**config.mk**
```make
export PLATFORM = sky130hd
export DESIGN_NAME = alu_scoreboard_rtl
export DESIGN_NICKNAME = d
export VERILOG_FILES = /design/src/rtl/tinyalu_pkg.sv /design/src/rtl/alu_exp_fifo.sv /design/src/rtl/alu_scoreboard_rtl.sv
export SDC_FILE = /design/constraint.sdc
export NUM_CORES = 1
export LEC_CHECK = 0
export ABC_AREA = 1
export CAP_MARGIN = 20
export CELL_PAD_IN_SITES_DETAIL_PLACEMENT = 0
export CELL_PAD_IN_SITES_GLOBAL_PLACEMENT = 1
export CORE_ASPECT_RATIO = 1.75
export CORE_MARGIN = 10
export CORE_UTILIZATION = 38
export CTS_CLUSTER_DIAMETER = 100
export DETAILED_ROUTE_END_ITERATION = 10
export PLACE_DENSITY_LB_ADDON = 0.1
export SLEW_MARGIN = 20
export SYNTH_ARGS = -nofsm -noshare
export SYNTH_HDL_FRONTEND = slang
export SYNTH_HIERARCHICAL = 1
export SYNTH_SLANG_ARGS = --single-unit
```
**constraint.sdc**
```tcl
create_clock -name clk -period 2.8 [get_ports clk]
set_clock_uncertainty 0.2 [all_clocks]
set_input_delay 0.28 -clock clk [delete_from_list [all_inputs] [get_ports clk]]
set_output_delay 0.28 -clock clk [all_outputs]
set_load 0.1 [all_outputs]
```
**src/rtl/tinyalu_pkg.sv**
```systemverilog
// Shared TinyALU opcode encoding and the golden-value helpers used by the scoreboard.
package tinyalu_pkg;

  typedef enum logic [2:0] {
    no_op  = 3'b000,
    add_op = 3'b001,
    and_op = 3'b010,
    xor_op = 3'b011,
    mul_op = 3'b100,
    rst_op = 3'b111
  } operation_t;

  // Widest operand the expected-value helper supports; callers cast down to their width.
  localparam int unsigned MaxDataW = 32;

  function automatic logic is_legal_op(input logic [2:0] op);
    return !((op == 3'b101) || (op == 3'b110));
  endfunction

  function automatic logic is_data_op(input logic [2:0] op);
    return (op == add_op) || (op == and_op) || (op == xor_op) || (op == mul_op);
  endfunction

  // Operands are zero-extended; the result is masked to 2*width bits.
  function automatic logic [2*MaxDataW-1:0] calc_expected(input logic [2:0]          op,
                                                          input logic [MaxDataW-1:0] a,
                                                          input logic [MaxDataW-1:0] b,
                                                          input int unsigned         width);
    logic [2*MaxDataW-1:0] a_ext, b_ext, res, mask;
    a_ext = {{MaxDataW{1'b0}}, a};
    b_ext = {{MaxDataW{1'b0}}, b};
    case (op)
      add_op:  res = a_ext + b_ext;
      and_op:  res = a_ext & b_ext;
      xor_op:  res = a_ext ^ b_ext;
      mul_op:  res = a_ext * b_ext;
      default: res = '0;
    endcase
    mask = '0;
    for (int i = 0; i < 2 * MaxDataW; i++) begin
      mask[i] = (i < 2 * width);
    end
    return res & mask;
  endfunction

endpackage

```
**src/rtl/alu_exp_fifo.sv**
```systemverilog
// Expected-result FIFO: power-of-two depth, flush beats push/pop, head visible the cycle after push.
module alu_exp_fifo #(
  parameter int unsigned Width = 16,
  parameter int unsigned Depth = 4
) (
  input  logic                     clk_i,
  input  logic                     rst_i,
  input  logic                     push_i,
  input  logic                     pop_i,
  input  logic                     flush_i,
  input  logic [Width-1:0]         wdata_i,
  output logic [Width-1:0]         rdata_o,
  output logic [$clog2(Depth):0]   count_o,
  output logic                     full_o,
  output logic                     empty_o
);

  localparam int unsigned PtrW = $clog2(Depth);
  localparam int unsigned CntW = PtrW + 1;

  logic [Width-1:0] mem_q [Depth];
  logic [PtrW-1:0]  wr_ptr_q, wr_ptr_d;
  logic [PtrW-1:0]  rd_ptr_q, rd_ptr_d;
  logic [CntW-1:0]  count_q, count_d;

  always_comb begin
    wr_ptr_d = wr_ptr_q;
    rd_ptr_d = rd_ptr_q;
    count_d  = count_q;
    if (flush_i) begin
      wr_ptr_d = '0;
      rd_ptr_d = '0;
      count_d  = '0;
    end else begin
      // Pointers wrap naturally since Depth is a power of two.
      if (push_i) wr_ptr_d = wr_ptr_q + 1'b1;
      if (pop_i)  rd_ptr_d = rd_ptr_q + 1'b1;
      case ({push_i, pop_i})
        2'b10:   count_d = count_q + 1'b1;
        2'b01:   count_d = count_q - 1'b1;
        default: count_d = count_q;
      endcase
    end
  end

  always_ff @(posedge clk_i or posedge rst_i) begin
    if (rst_i) begin
      wr_ptr_q <= '0;
      rd_ptr_q <= '0;
      count_q  <= '0;
    end else begin
      wr_ptr_q <= wr_ptr_d;
      rd_ptr_q <= rd_ptr_d;
      count_q  <= count_d;
    end
  end

  always_ff @(posedge clk_i) begin
    if (push_i) mem_q[wr_ptr_q] <= wdata_i;
  end

  assign rdata_o = mem_q[rd_ptr_q];
  assign count_o = count_q;
  assign full_o  = (count_q == CntW'(Depth));
  assign empty_o = (count_q == '0);

endmodule

```
**src/rtl/alu_scoreboard_rtl.sv**
```systemverilog
// TinyALU scoreboard: predicts each operation's result, queues it, and checks DUT results in order.
module alu_scoreboard_rtl
  import tinyalu_pkg::*;
#(
  parameter int unsigned DATA_W = 8,
  parameter int unsigned DEPTH  = 4,
  parameter int unsigned CNT_W  = 16
) (
  input  logic                      clk,
  input  logic                      reset,
  input  logic                      op_valid,
  output logic                      op_ready,
  input  logic [2:0]                op,
  input  logic [DATA_W-1:0]         A,
  input  logic [DATA_W-1:0]         B,
  input  logic                      res_valid,
  input  logic [2*DATA_W-1:0]       result,
  output logic [$clog2(DEPTH):0]    pending,
  output logic                      mismatch,
  output logic [2*DATA_W-1:0]       exp_value,
  output logic [2*DATA_W-1:0]       act_value,
  output logic [CNT_W-1:0]          pass_count,
  output logic [CNT_W-1:0]          fail_count,
  output logic [CNT_W-1:0]          unexpected_count,
  output logic [CNT_W-1:0]          illegal_count,
  output logic                      error
);

  localparam int unsigned ResW = 2 * DATA_W;

  logic            accept, do_push, do_pop, do_flush, is_illegal, is_unexp, is_fail;
  logic            fifo_full, fifo_empty;
  logic [ResW-1:0] head, exp_word;

  logic [CNT_W-1:0] pass_q, pass_d, fail_q, fail_d, unexp_q, unexp_d, illegal_q, illegal_d;
  logic [ResW-1:0]  exp_q, exp_d, act_q, act_d;
  logic             mismatch_q, mismatch_d, error_q, error_d;

  function automatic logic [CNT_W-1:0] sat_inc(input logic [CNT_W-1:0] v);
    return (&v) ? v : v + 1'b1;
  endfunction

  assign exp_word = ResW'(calc_expected(op, MaxDataW'(A), MaxDataW'(B), DATA_W));

  assign accept     = op_valid & op_ready;
  assign do_push    = accept & is_data_op(op);
  assign do_flush   = accept & (op == rst_op);
  assign is_illegal = accept & ~is_legal_op(op);
  // Compare always sees the pre-edge head, so a same-cycle push never bypasses.
  assign do_pop     = res_valid & ~fifo_empty;
  assign is_unexp   = res_valid & fifo_empty;
  assign is_fail    = do_pop & (head != result);

  alu_exp_fifo #(
    .Width (ResW),
    .Depth (DEPTH)
  ) u_fifo (
    .clk_i   (clk),
    .rst_i   (reset),
    .push_i  (do_push),
    .pop_i   (do_pop),
    .flush_i (do_flush),
    .wdata_i (exp_word),
    .rdata_o (head),
    .count_o (pending),
    .full_o  (fifo_full),
    .empty_o (fifo_empty)
  );

  always_comb begin
    pass_d     = pass_q;
    fail_d     = fail_q;
    unexp_d    = unexp_q;
    illegal_d  = illegal_q;
    exp_d      = exp_q;
    act_d      = act_q;
    mismatch_d = is_fail;
    error_d    = error_q | is_fail | is_unexp | is_illegal;
    if (do_pop && !is_fail) pass_d = sat_inc(pass_q);
    if (is_fail) begin
      fail_d = sat_inc(fail_q);
      exp_d  = head;
      act_d  = result;
    end
    if (is_unexp)   unexp_d   = sat_inc(unexp_q);
    if (is_illegal) illegal_d = sat_inc(illegal_q);
  end

  always_ff @(posedge clk or posedge reset) begin
    if (reset) begin
      pass_q     <= '0;
      fail_q     <= '0;
      unexp_q    <= '0;
      illegal_q  <= '0;
      exp_q      <= '0;
      act_q      <= '0;
      mismatch_q <= 1'b0;
      error_q    <= 1'b0;
    end else begin
      pass_q     <= pass_d;
      fail_q     <= fail_d;
      unexp_q    <= unexp_d;
      illegal_q  <= illegal_d;
      exp_q      <= exp_d;
      act_q      <= act_d;
      mismatch_q <= mismatch_d;
      error_q    <= error_d;
    end
  end

  assign op_ready         = ~fifo_full;
  assign mismatch         = mismatch_q;
  assign exp_value        = exp_q;
  assign act_value        = act_q;
  assign pass_count       = pass_q;
  assign fail_count       = fail_q;
  assign unexpected_count = unexp_q;
  assign illegal_count    = illegal_q;
  assign error            = error_q;

endmodule
```
# == After elaboration in Yosys (flattened, before gate mapping) ==
# Memory sizes are Yosys's and may differ from the RTL's.
# Index checks and enable logic that the tools add are counted.
# word_totals
ff_bits,105
mem_bits_rw,64
in_bits,39
output_inout_bits,102
elab_cells,78
mem_count,1
# op_classes
add_sub_neg,9
mul,1
n_eq_ne,11
n_mux,9
n_bitwise,18
reduce_logical,18
# memory_table
memory,depth,width,rd,rd_clocked_by_memory_dff,wr,line,text
u_fifo.mem_q,4,16,1,0,1,alu_exp_fifo.sv:21,logic [Width-1:0] mem_q [Depth];
# ops
operator,count
"adder 16 x 1 -> 16 bit, second input constant",4
case mux 16 bit (4 select lines),1
AND reduction 16 bit,4
multiplier 8 x 8 -> 16 bit,1
!= test 16 bit,1
"equality test 3 bit, second input constant",5
adder 8 x 8 -> 9 bit,1
bitwise AND 8 bit,1
two-way mux 2 bit,4
AND reduction 2 bit,4
bitwise XOR 8 bit,1
bitwise AND 1 bit,7
"equality test 3 x 2 -> 1 bit, second input constant",2
NOT 1 bit,6
case mux 3 bit (2 select lines),1
"adder 2 x 1 -> 2 bit, second input constant",2
logical OR 1 bit,4
nonzero test 2 bit,2
"adder 3 x 1 -> 3 bit, second input constant",1
"equality test 3 x 1 -> 1 bit, second input constant",1
logical NOT 3 bit,1
two-way mux 3 bit,1
bitwise OR 1 bit,3
nonzero test 3 bit,1
other kinds (6),7

# == Longest topological paths before layout ==
# Gate-level depths: netlist of the first run.
# depth
depth_word,8
depth_mapped,21
depth_no_buf,20

# == Hierarchy ==
# The synthesis of the first run kept the hierarchy.
# by_module_without_submodules
module,instances,cells_per_inst,area_per_inst_um2,seq_area_each_um2
alu_scoreboard_rtl,1,1155,8274.2,2452.4
alu_exp_fifo,1,217,2865.2,2097.0

# == Least setup slack after synthesis of the first run ==
# Ideal clock, no wire load.
# synth_timing
path_kind,input to register
startpoint,input A[1]
endpoint,"memory u_fifo.mem_q[0][8], data pin"
setup_ns,0.286
arrival_time_ns,3.751
required_ns,2.314
path_slack_ns,-1.437
path_stages,16
path_buffers,1
cell_sequence,clkbuf_1 nand2_1 fa_1 fa_1 inv_1 fa_1 inv_1 fa_1 inv_1 ha_1 a21oi_1 o21ai_0 a21oi_1 nand2_1 nand2_1 o21ai_0
# synth_via
elab_chain_cells,2
elab_cells_between_ends,3
classes_between,add/sub: 1; mul: 1; mux: 1
# synth_lines
element,line,text
from (decl),alu_scoreboard_rtl.sv:14,"input logic [DATA_W-1:0] A,"
multiplier 8 x 8 -> 16 bit or adder 8 x 8 -> 9 bit (tied branches),"tinyalu_pkg.sv:36, tinyalu_pkg.sv:33",
case mux 16 bit (4 select lines) *,tinyalu_pkg.sv:32,case (op)
named net exp_word[8],alu_scoreboard_rtl.sv:33,"logic [ResW-1:0] head, exp_word;"
to (decl),alu_exp_fifo.sv:21,
# Mark *: on every way through the listed nets, which the timed path passes. The rest lies on a longest branch.

# == Worst setup path after layout of the first run ==
# layout_timing
startpoint,input B[7]
endpoint,"memory u_fifo.mem_q[1][15], data pin"
# layout_via
elab_chain_cells,2
# layout_lines
element,line,text
from (decl),alu_scoreboard_rtl.sv:15,"input logic [DATA_W-1:0] B,"
multiplier 8 x 8 -> 16 bit,tinyalu_pkg.sv:36,mul_op: res = a_ext * b_ext;
case mux 16 bit (4 select lines),tinyalu_pkg.sv:32,
named net exp_word[15],alu_scoreboard_rtl.sv:33,
# The timed path passes the listed nets, and every way through them passes these cells.

==> results of run 1 <==
==> synth_stat cells <==
library cell / number
buf_1: 1
buf_4: 7
xor2_1: 29
o311ai_0: 1
nand2_1: 419
inv_4: 1
ha_1: 52
o211ai_1: 1
o2111ai_1: 2
xnor2_1: 24
nor2_1: 112
o21a_1: 5
edfxtp_1: 64
o21ai_2: 1
o22ai_1: 16
o21ai_0: 49
nor3_4: 1
nand3_4: 1
inv_1: 193
a22oi_1: 4
nand2_2: 8
nand2_4: 2
inv_2: 17
nand4_4: 1
nand3b_1: 2
nor3_1: 15
nor2_4: 7
o21ai_1: 38
or2_2: 2
clkbuf_1: 5
nor2_2: 4
buf_6: 11
and2_1: 2
nand4_1: 42
dfrtp_1: 105
nand3_1: 51
nand3_2: 2
nor3_2: 2
fa_1: 38
a31oi_1: 2
buf_2: 8
a21oi_1: 25
==> cell families (layout without fill, tap and decap cells) <==
kind of cell | after synthesis | after routing | synth area share (%)
xor gates and xnor gates | 53 | 53 | 4.17
adders and majority gates | 90 | 90 | 12.7
AOI/OAI and AO/OA | 144 | 144 | 7.03
and+or+nand+nor | 673 | 673 | 26.0
DFF | 169 | 169 | 40.8
buffers and inverters | 243 | 493 | 9.28
==> sequential cells by signal, indices dropped and copies added, names as in the netlist <==
signal,flops
fail_count,16
pass_count,16
u_fifo/wr_ptr_q,2
u_fifo/count_o,3
act_value,16
error,1
exp_value,16
unexpected_count,16
u_fifo/rd_ptr_q,2
mismatch,1
u_fifo/mem_q,64
illegal_count,16
==> where the power goes <==
group          switching (W)  internal (W)  total, W
Sequential          0.000420       0.00311   0.00353
Combinational        0.00585       0.00259   0.00844
Clock                0.00111       0.00119   0.00230
==> worst register-to-register path: cells and delay by family (launching register included) <==
kind                   cells  cell delay, ns
buffers and inverters      4            0.61
flip-flops                 1            0.43
AO/OA/AOI/OAI              3            0.46
AND/OR/NAND/NOR            8            0.81
==> area by class of cell <==
class | count | share of cell area (%)
Sequential cell | 169 | 31.0
Clock inverter | 15 | 1.04
Tap cell | 378 | 3.21
Clock buffer | 17 | 2.89
Timing Repair Buffer | 250 | 14.8
Inverter | 211 | 5.44
Multi-Input combinational cell | 960 | 41.6
==> per-layer routing <==
layer	global-route usage, %	up-vias	wire [microns]
li1	-	4854	-
met5	0	-	0
met4	6.84	0	849
met2	33.7	173	18300
met1	17.4	4559	11600
met3	2.59	46	1070
==> path summary, 6_finish.rpt <==
| kind | startpoint | endpoint | slack (ns) | depth (start not counted) |
|---|---|---|---|---|
| worst max-delay path | B[7] | u_fifo/mem_q[1][15] | -0.91 | 20 |
| worst min-delay path | reset | u_fifo/count_o[2] | 0.04 | 2 |
| worst max register to register | u_fifo/rd_ptr_q[0] | act_value[10] | 0.23 | 15 |
| worst min register to register | exp_value[5] | exp_value[5] | 0.30 | 2 |
| max in group asynchronous | reset | illegal_count[12] | 1.68 | 3 |
| min in group clk | result[8] | act_value[8] | 0.24 | 3 |
==> through the flow <==
stage	setup TNS [ns]	hold WS, ns
2_1_floorplan	-40.17	-0.117
3_3_place_gp	-86.60	0.279
3_5_place_dp	-88.66	0.281
4_1_cts	-39.12	0.0223
5_1_grt	-39.50	0.0507
6_report	-34.68	0.0365
==> what timing repair did <==
action | in CTS | in global routing
pin swaps | 37 | 40
resized for setup | 133 | 82
endpoints found under the setup margin | 52 | 67
setup buffers | 10 | 6
==> flow_summary.yaml, run 1 <==
final_layout:
  final_core_util_pct: 51.1
  nets: 1738
  drive_above_1_share_pct: 26.0
  multi_input_area_sq_um: 6130
  n_fill_cell: 2815
  mostFrequentLayoutCell: "nand2_1"
  layout_common_cells: "nand2_1 (391), buf_4 (186), inv_1 (167)"
  diodes: 0
  stdcell_count: 2000
  fin_area_sq_um: 14700
  seqCellArea_sq_um: 4560
  areaGrowthSynthToFinish_pct: 32.2
setup_path:
  critPathMaxStageDelay_ns: 0.55
  required_ns: 2.80
  path_buf_inv: 5
  cp_top_family: "adder cells"
  arrival_ns: 3.71
  worst_setup_path_end_kind: "register"
  slowest_stage: "fa_1"
  path_max_fanout: 4
  crit_type: "in -> reg"
  crit_path_start_kind: "input port"
  cpMostUsedCell: "nand2_2"
  path_cells: "buf_8, buf_6, nand2_2, inv_2, fa_1, fa_1, fa_1, inv_2, fa_1, inv_2, ha_4, nand2_4, nor2_4, nand2_2, nand2_2, nand2_2, nand2_2, nand2_2, nand2_2, nor2_4"
sta:
  rsz0062_at_grt: "yes"
  worst_pin_slew_ns: 0.714
  fmax_mhz: 270
  min_period_ns: 3.71
  hold_violations: 0
  slew-limit-headroom_pct: 51.8
  postLayoutSetupSlackWorst_ns: -0.910
  slew_viol_final: 0
  setup_viol: 48
  fin_crit_sh_pct: 133
die:
  start_util_pct: 38.6
  coreArea_sq_um: 28800
  die_w_microns: 149
  pin_count: 141
  rows: 82
  die_y_microns: 246
  die_area_sq_um: 36800
clock_network:
  tritoncts: "yes"
  clk_latency_ns: 0.44
  cts_hold_buf: 0
  clkTransAtPathRegs_ns: 0.07
  cts.sinks: 169
  clock-root-buffer: "clkbuf_16"
  numCtsBuffers: 17
  cts_buffer_depth: 2
  cts.htree.levels: 4
synth:
  ys_seq_area_share_pct: 40.8
  yosys_warnings: 6
  yosysTopAreaCell: "dfrtp_1"
  synth_cell_types: 42
  synth_top_area_share_pct: 23.6
  synthCells: 1372
  ys_seq_elements: 169
  synth.avg_cell_area_sq_um: 8.12
  syn-cell-area_sq_um: 11100
  ys_top_cells_by_area: "dfrtp_1 (24%), edfxtp_1 (17%), nand2_1 (14%)"
  syn-num-nets: 1501
power:
  total_power_w: 0.0143
  irDropWorstVdd_v: 0.000605
  powerDensity_nw_per_um2: 969
  leakagePower_nw: 7.21
drt:
  wirelength_mm: 31.8
  dr.pass1.iters: 5
  ant_nets: 0
  vias: 9632
  drt_first_iter_violations: 396
  wl_per_cell_microns: 15.9
  avgViaCountPerCell: 4.82
  drc_errors: 0
grt:
  overflow: 0
  grt_pass1_vias: 9553
  track_usage_pct: 17.2
  grt_start_max_net_pins: 57
  antenna_found_initial: 0
  grt_pass1_wl_mm: 50.1
place:
  io_buffers: 140
  dp_cells: 1954
  gp_congestion: 0.895
  dp_hpwl_mm: 25.0
  dp_slack_ns: -1.92
  place_area_sq_um: 13500
status:
  run_status: "complete, but fails checks"
  violations: "setup timing"
job:
  maxCapViolations: 0
hold_path:
  holdCritPathClass: "in -> async"
No activity file was read; power rests on OpenSTA's default activity.
==> inputs of run 2 (changes only) <==
--- a/config.mk
+++ b/config.mk
@@ -13,6 +13,7 @@
 export CORE_MARGIN = 10
 export CORE_UTILIZATION = 38
 export CTS_CLUSTER_DIAMETER = 100
+export CTS_CLUSTER_SIZE = 30
 export DETAILED_ROUTE_END_ITERATION = 10
 export PLACE_DENSITY_LB_ADDON = 0.1
 export SLEW_MARGIN = 20
==> results of run 2 <==
Same layout as run 1: the final DEF is identical, and so are final timing and power.
